===== config.mk =====
export PLATFORM = sky130hd
export DESIGN_NAME = systolic_feeder
export DESIGN_NICKNAME = d
export VERILOG_FILES = /design/src/rtl/systolic_feeder.sv
export SDC_FILE = /design/constraint.sdc
export NUM_CORES = 1
export LEC_CHECK = 0
export CORE_AREA = 3 3 316 318
export CTS_CLUSTER_SIZE = 30
export DETAILED_ROUTE_END_ITERATION = 12
export DIE_AREA = 0 0 319 321
export PLACE_DENSITY_LB_ADDON = 0.12
export SYNTH_ARGS = -nofsm -noshare
export SYNTH_HDL_FRONTEND = slang
export SYNTH_SLANG_ARGS = --single-unit

===== constraint.sdc =====
create_clock -name clk -period 50 [get_ports clk]
set_clock_uncertainty 0.15 [all_clocks]
set_input_delay 10 -clock clk [delete_from_list [all_inputs] [get_ports clk]]
set_output_delay 10 -clock clk [all_outputs]
set_load 0.005 [all_outputs]

===== src/rtl/systolic_feeder.sv =====
// Feeds a square systolic array: loads an N*N weight matrix, then streams activation vectors onto skewed lanes.
// Optional FEEDER_SKEW_EN: lane i delayed i+1 cycles (FLUSH 2N-1); undefined: all lanes delayed 1 cycle (FLUSH N).
module systolic_feeder #(
  parameter int unsigned DW = 32,
  parameter int unsigned N  = 4
) (
  input  logic              clk,
  input  logic              reset,
  input  logic              w_valid,
  output logic              w_ready,
  input  logic [DW-1:0]     w_data,
  input  logic              x_valid,
  output logic              x_ready,
  input  logic [N*DW-1:0]   x_data,
  input  logic              x_last,
  output logic [N*N*DW-1:0] w_out,
  output logic              load_weights,
  output logic              start,
  output logic [N*DW-1:0]   x_out,
  output logic              busy,
  output logic              weights_loaded
);

  localparam int unsigned NW = N * N;
  localparam int unsigned CW = (NW > 1) ? $clog2(NW) : 1;
`ifdef FEEDER_SKEW_EN
  localparam int unsigned FLUSH_LEN = 2 * N - 1;
`else
  localparam int unsigned FLUSH_LEN = N;
`endif
  localparam int unsigned FW = $clog2(FLUSH_LEN + 1);

  typedef enum logic [2:0] {IDLE, LOAD_W, COMMIT, STREAM, FLUSH} state_t;

  state_t          r_state;
  logic [CW-1:0]   r_wcnt;
  logic [FW-1:0]   r_fcnt;
  logic [DW-1:0]   r_wmem [NW];
  logic            r_start;
  logic            r_wl;
  logic [N*DW-1:0] w_inject;

  // Only vectors accepted in STREAM enter the chain; every other cycle pushes a zero bubble.
  assign w_inject = (r_state == STREAM && x_valid) ? x_data : '0;

  always_ff @(posedge clk or posedge reset) begin
    if (reset) begin
      r_state <= IDLE;
      r_wcnt  <= '0;
      r_fcnt  <= '0;
      r_start <= 1'b0;
      r_wl    <= 1'b0;
      for (int k = 0; k < int'(NW); k++) r_wmem[k] <= '0;
    end else begin
      r_start <= (r_state == STREAM) || (r_state == FLUSH);
      case (r_state)
        IDLE: begin
          if (w_valid)                r_state <= LOAD_W;
          else if (x_valid && r_wl)   r_state <= STREAM;
        end
        LOAD_W: begin
          if (w_valid) begin
            r_wmem[r_wcnt] <= w_data;
            if (r_wcnt == CW'(NW - 1)) begin
              r_wcnt  <= '0;
              r_state <= COMMIT;
            end else begin
              r_wcnt <= r_wcnt + CW'(1);
            end
          end
        end
        COMMIT: begin
          r_wl    <= 1'b1;
          r_state <= IDLE;
        end
        STREAM: begin
          if (x_valid && x_last) begin
            r_fcnt  <= FW'(FLUSH_LEN);
            r_state <= FLUSH;
          end
        end
        FLUSH: begin
          if (r_fcnt <= FW'(1)) begin
            r_fcnt  <= '0;
            r_state <= IDLE;
          end else begin
            r_fcnt <= r_fcnt - FW'(1);
          end
        end
        default: r_state <= IDLE;
      endcase
    end
  end

  assign w_ready        = (r_state == LOAD_W);
  assign x_ready        = (r_state == STREAM);
  assign load_weights   = (r_state == COMMIT);
  assign busy           = (r_state != IDLE);
  assign start          = r_start;
  assign weights_loaded = r_wl;

  genvar g;
  for (g = 0; g < int'(NW); g++) begin : g_wout
    assign w_out[g*DW +: DW] = r_wmem[g];
  end

  // Per-lane delay line; its depth sets the lane's skew.
  for (g = 0; g < int'(N); g++) begin : g_lane
`ifdef FEEDER_SKEW_EN
    localparam int unsigned D = g + 1;
`else
    localparam int unsigned D = 1;
`endif
    logic [DW-1:0] r_pipe [D];

    always_ff @(posedge clk or posedge reset) begin
      if (reset) begin
        for (int j = 0; j < int'(D); j++) r_pipe[j] <= '0;
      end else begin
        r_pipe[0] <= w_inject[g*DW +: DW];
        for (int j = 1; j < int'(D); j++) r_pipe[j] <= r_pipe[j-1];
      end
    end

    assign x_out[g*DW +: DW] = r_pipe[D-1];
  end

endmodule


==> flow_summary.json <==
{
  "cp_num_buf_inv": 5,
  "slew_violations": 0,
  "drive_gt1_share_pct": 28.3,
  "post_cts_buffers": 0,
  "grt_pass1_vias": 16800,
  "start_util_pct": 26.1,
  "gp_congestion": 0.824,
  "drc_errors": 0,
  "grt_max_degree": 148,
  "area_growth_pct": 46.0,
  "ff2ff_path_depth": 4,
  "synth_cells": 1488,
  "ys_ff_latch": 652,
  "rsz0062_at_grt": "no",
  "globalRouteMet1Util_pct": 20.5,
  "place_ws_ns": 35.97,
  "synth_xor_area_share_pct": 0.0346,
  "cts.clk_slew.worst_paths_ns": 0.06,
  "cp.arrival_ns": 13.61,
  "setup_ws_ns": 36.85,
  "die_y_um": 321,
  "critPathLaunch": "reset",
  "avgSynthCellArea_um2": 17.0,
  "worstPathMaxFanout": 119,
  "drtPass1Iterations": 4,
  "ys_types": 41,
  "max_slew_margin_pct": 20.5,
  "grt_pass1_wl_um": 133000,
  "tritoncts": "yes",
  "cts.repair.resized": 0,
  "start_kind": "input pin",
  "grt_use_total_pct": 18.0,
  "wl_per_cell_um": 26.1,
  "ys_async_sr_fraction_pct": 100,
  "yosys_warnings": 0,
  "netlist_area_um2": 25300,
  "use_met2_pct": 31.3,
  "end_kind": "asynchronous set/reset pin",
  "antenna_found_initial": 1,
  "outcome": "finished clean",
  "cts_buffer_depth": 3,
  "r2r_setup_slack_ns": 46.77,
  "cp_common_cell": "buf_4",
  "grt_overflow_total": 0,
  "finalSetupTns_ns": 0,
  "timing.rr.start": "r_state[1]",
  "first_iter_violations": 686,
  "synth.area.mux_share_pct": 26.4,
  "setup_viol": 0,
  "synthAdderAreaFrac_pct": 0.297,
  "utilization_pct": 38.1,
  "required_ns": 50.46,
  "synth_compound_area_share_pct": 0.361,
  "postCtsHoldBufs": 0,
  "met3_usage_pct": 7.15,
  "r2r-end": "w_out[297]",
  "crit_end": "w_out[14]",
  "hold_viol": 0,
  "powerDensity_nw_per_um2": 61.4,
  "worstSkewPairLatency_ns": 0.63,
  "totalPowerFinal_mw": 2.27,
  "coreArea_um2": 96900,
  "cts-root-buf": "clkbuf_16",
  "synth_top_area_share_pct": 64.5,
  "rows": 114,
  "htreeDepth": 3,
  "ios": 811,
  "cts.sinks": 652,
  "avgViaCountPerCell": 4.36,
  "worstMarginPinSlew_ns": 1.19,
  "syn_nets": 1659,
  "die_w_um": 319,
  "fp.dieArea_um2": 102000,
  "placed_cells": 3481,
  "cts_made_buffers": 76,
  "ys_seq_area_share_pct": 64.5,
  "holdCritPathClass": "flip-flop to flip-flop",
  "ys.flop_type": "dfrtp_1",
  "busiest_layer": "met2",
  "max_freq_mhz": 76.0,
  "nets": 2454,
  "fin_cells": 3620,
  "yosysTopAreaCell": "dfrtp_1",
  "period_needed_ns": 13.15,
  "portBuffers": 810,
  "crit_cells": 5,
  "drt_wl_total_um": 94600,
  "path_cells": "clkdlybuf4s50_1, inv_8, buf_4, buf_4, buf_4",
  "synth-simple-area-share_pct": 4.82,
  "timing.critical_path.slowest_stage_cell": "buf_4",
  "drtAntennaViolNets": 0,
  "critPathKind": "input pin to asynchronous set/reset pin",
  "peakVddDrop_uv": 26.5,
  "synth_edf_count": 0,
  "synth_top_family_by_area": "multiplexers",
  "hpwl_um": 67300,
  "p_leak_nw": 16.8,
  "drv_cap": 0,
  "post-route-period-util_pct": 26.3,
  "vias": 15800,
  "cp_top_family": "buffers and inverters",
  "crit_path_max_incr_delay_ns": 0.88,
  "synth_area_leaders": "dfrtp_1 (64%), mux2_4 (14%), mux2_2 (11%), and3_1 (3.2%), buf_12 (2.0%)"
}
-- where the power goes --
part	switching [mW]	internal, mW	total (mW)	leakage, nW
combinational	0.303	0.555	0.858	7.17
clock	0.229	0.342	0.571	1.25
sequential	0.116	0.723	0.839	8.39
total	0.648	1.62	2.27	16.8
-- per-layer routing --
layer,up-vias,wire [µm]
met4,0,2760
met1,8266,36000
met5,-,0
met2,612,47200
met3,117,8590
li1,6784,-
-- per-stage QoR --
step	hold slack, ns	cell area, µm²
2_1_floorplan	0.333	25300
3_3_place_gp	0.320	34400
3_5_place_dp	0.325	34400
4_1_cts	0.338	36900
5_1_grt	0.356	36900
6_report	0.333	36900
-- state kept, by name, indices dropped and copies added, names as in the netlist --
register	cells
r_fcnt	3
weights_loaded	1
r_state	3
g_lane.r_pipe	128
w_out	512
r_wcnt	4
start	1
-- cell families (layout without fill, tap and decap cells) --
| group | count (synthesis) | after routing |
|---|---|---|
| flip-flops | 652 | 652 |
| multiplexers | 514 | 514 |
| AND/OR/NAND/NOR | 180 | 180 |
| buffers and inverters | 123 | 975 |
| AO/OA/AOI/OAI | 12 | 12 |
| adder cells (fa/ha/maj) | 6 | 6 |
| XOR/XNOR | 1 | 1 |
| other | 0 | 4 |
-- layout by cell type, fill, tap and decap left out, types with 2 or more instances in the layout --
master and instances:
and2_1 2, and3_1 129, buf_4 23, bufinv_16 5, clkbuf_1 17, clkbuf_16 79, clkbuf_8 18, clkdlybuf4s50_1 809
clkinv_2 8, clkinvlp_4 3, dfrtp_1 652, diode_2 4, ha_1 6, inv_1 5, inv_6 3, mux2_1 18
mux2_2 256, mux2_4 240, nand2_1 6, nand3_1 9, nand3b_1 4, nor2_1 2, nor2_4 7, nor2_8 8
nor3b_1 2, o21ai_0 2, or2_2 2
-- area by class of cell --
type / count / area [µm²]
Antenna cell: 4 / 10.0
Timing Repair Buffer: 834 / 8300
Tap cell: 1276 / 1600
Clock buffer: 114 / 2290
Clock inverter: 21 / 268
Multi-Input combinational cell: 713 / 8140
Inverter: 6 / 30.0
Sequential cell: 652 / 16300
Fill cell: 9146 / 59900
-- how the worst min path moves through the flow --
stage                    start    endpoint  slack, ns  depth (start not counted)
floorplan           w_out[361]  w_out[361]       0.33                          1
global placement    w_out[376]  w_out[376]       0.32                          1
detailed placement  w_out[365]  w_out[365]       0.33                          1
CTS                 w_out[365]  w_out[365]       0.34                          1
global route        w_out[373]  w_out[373]       0.36                          1
finish              w_out[365]  w_out[365]       0.33                          1
-- synth_stat cells (all sizes together), types with 2 or more instances --
library cell	count
clkbuf	34
dfrtp	652
inv	6
nor2	17
and2	2
o21ai	2
nand3b	4
nand3	9
and3	129
nor3b	3
nand2	6
or2	2
mux2	514
ha	6
buf	83
(Power assumes the default switching activity.)
==> variant: new RTL, same settings <==
The parameter `N` goes from 4 to 2.
--- a/src/rtl/systolic_feeder.sv
+++ b/src/rtl/systolic_feeder.sv
@@ -2,7 +2,7 @@
 // Optional FEEDER_SKEW_EN: lane i delayed i+1 cycles (FLUSH 2N-1); undefined: all lanes delayed 1 cycle (FLUSH N).
 module systolic_feeder #(
   parameter int unsigned DW = 32,
-  parameter int unsigned N  = 4
+  parameter int unsigned N  = 2
 ) (
   input  logic              clk,
   input  logic              reset,
Ports: changed (resized w_out, x_data and x_out); port bits go from 811 to 299. No check against the original RTL was run, so the function may have changed too.
==> variant against the unedited design <==
  * Count of clock-buffer cells in the layout decreased by 75
  * Fmax increased by 8.0%
  * Synthesized area decreased by 71%
  * Clock power decreased by 66%
  * Power decreased by 70%
  * Non-clock buffer count decreased by 532
  * Setup slack improved by 0.98 ns
  * Sequential share of layout area decreased by 4.5 points
  * Sequential cell count decreased by 451
  * Global-route usage decreased by 13 points
  * Final area decreased by 66%
  * Wire length decreased by 70%
  * Combinational power decreased by 73%
  * Critical endpoint is now load_weights
  * Largest power group is now sequential cells
==> variant: results (changes against the unedited design) <==
- R2r startpoint: r_state[0] (was r_state[1])
- Largest stage delay, worst path: 0.61 ns (was 0.88 ns)
- Total wire length: 28500 um (was 94600 um)
- Vias in the first global route: 5515 (was 16817)
- Gr usage total: 5.52% (was 18.0%)
- Post-DP HPWL: 19500 um (was 67300 um)
- LEAKAGE: 0.00507 uW (was 0.0168 uW)
- Post-synth cell types: 27 (was 41)
- Met2 Usage GRT: 8.90% (was 31.3%)
- Setup Crit Path Kind: register to output pin (was input pin to async pin)
- Post-Syn Nets: 565 (was 1659)
- M3 GR Usage: 3.10% (was 7.15%)
- Sequential share of the synthesized area: 68.4% (was 64.5%)
- GR Layer Usage met1: 6.22% (was 20.5%)
- Antenna violations before repair: 4 (was 1)
- First-pass GRT wire length: 41300 um (was 133000 um)
- Worst reg2reg path depth: 3 (was 4)
- Layout cells sized above 1: 6.98% (was 28.3%)
- Largest register FFs: 128 (was 512)
- # fillers: 10850 (was 9146)
- Port-buffer cells: 298 (was 810)
- Crit path capture: load_weights (was w_out[14])
- Status: finished clean (unchanged)
- Htree depth: 1 (was 3)
- VDD IR max: 21.6 uV (was 26.5 uV)
- WP data arrival: 2.02 ns (was 13.61 ns)
- Min-delay src: r_fcnt[0] (was w_out[365])
- Worst reg2reg path endpoint: w_out[119] (was w_out[297])
- Critical Path Slowest Stage Cell: clkdlybuf4s50_1 (was buf_4)
- Nets: 877 (was 2454)
- Relative slew slack: 46.5% (was 20.5%)
- Most frequent cells after synthesis: dfrtp_1, mux2_1, and2_1 (was dfrtp_1, mux2_2, mux2_4)
-- variant: cell count changes after synthesis, sizes merged, moves of 6 or more --
cell,delta
and2,+64
dfrtp,-451
nand2,+6
nand3,-8
mux2,-386
clkbuf,-26
and3,-129
nor2,-14
buf,-70
-- variant: worst max-delay path, delay by kind of cell (launching register included) --
kind	cells	cell delay (ns)
flops	1	0.50
buf+inv	1	0.61
simple gates	1	0.35
-- variant: worst min path at each step --
| stage | slack, ns | end |
|---|---|---|
| 2_1_floorplan | 0.27 | r_fcnt[0] |
| 3_5_place_dp | 0.30 | r_fcnt[0] |
| 3_3_place_gp | 0.30 | r_fcnt[0] |
| 4_1_cts | 0.31 | r_fcnt[0] |
| 5_1_grt | 0.34 | r_fcnt[0] |
| 6_report | 0.31 | r_fcnt[0] |
-- variant: area by class of cell --
| class | instances | area share (%) |
|---|---|---|
| sequential | 201 | 39.6 |
| clock inverter | 8 | 0.355 |
| inverter | 5 | 0.207 |
| antenna | 1 | 0.0197 |
| timing repair buffer | 302 | 23.7 |
| tap | 1276 | 12.6 |
| clock buffer | 39 | 6.64 |
| multi-input combinational | 233 | 16.8 |
-- variant: logic make-up (layout without fill, tap and decap cells) --
logic type	Yosys count	in the layout	synth area share (%)
compound gates	10	10	0.884
fa+ha+maj	4	4	0.680
buf+inv	26	354	2.60
flops	201	201	68.4
mux	128	128	19.6
other cells	0	1	0
simple gates	91	91	7.89
-- variant: metrics by stage --
stage	cells	hold slack, ns	area (sq um)	worst slack [ns]	util [%]
2_1_floorplan	460	0.274	7360	34.37	-
3_3_place_gp	2017	0.301	11800	37.38	12.2
3_5_place_dp	2017	0.299	11800	37.39	12.2
4_1_cts	2064	0.310	12700	37.72	13.1
5_1_grt	2064	0.344	12700	37.67	13.1
6_report	2065	0.311	12700	37.83	13.1
-- variant: per-layer routing --
| layer | vias to the layer above | part of all wire, % |
|---|---|---|
| li1 | 2175 | - |
| met1 | 2340 | 39 |
| met2 | 193 | 46 |
| met3 | 42 | 12 |
| met4 | 4 | 2.3 |
| met5 | - | 0.049 |
-- variant: where the power goes --
group	switching, uW	internal [uW]	leakage [uW]
registers	33.3	223	0.00253
clock network	79.6	116	0.000441
logic	88.3	146	0.00209
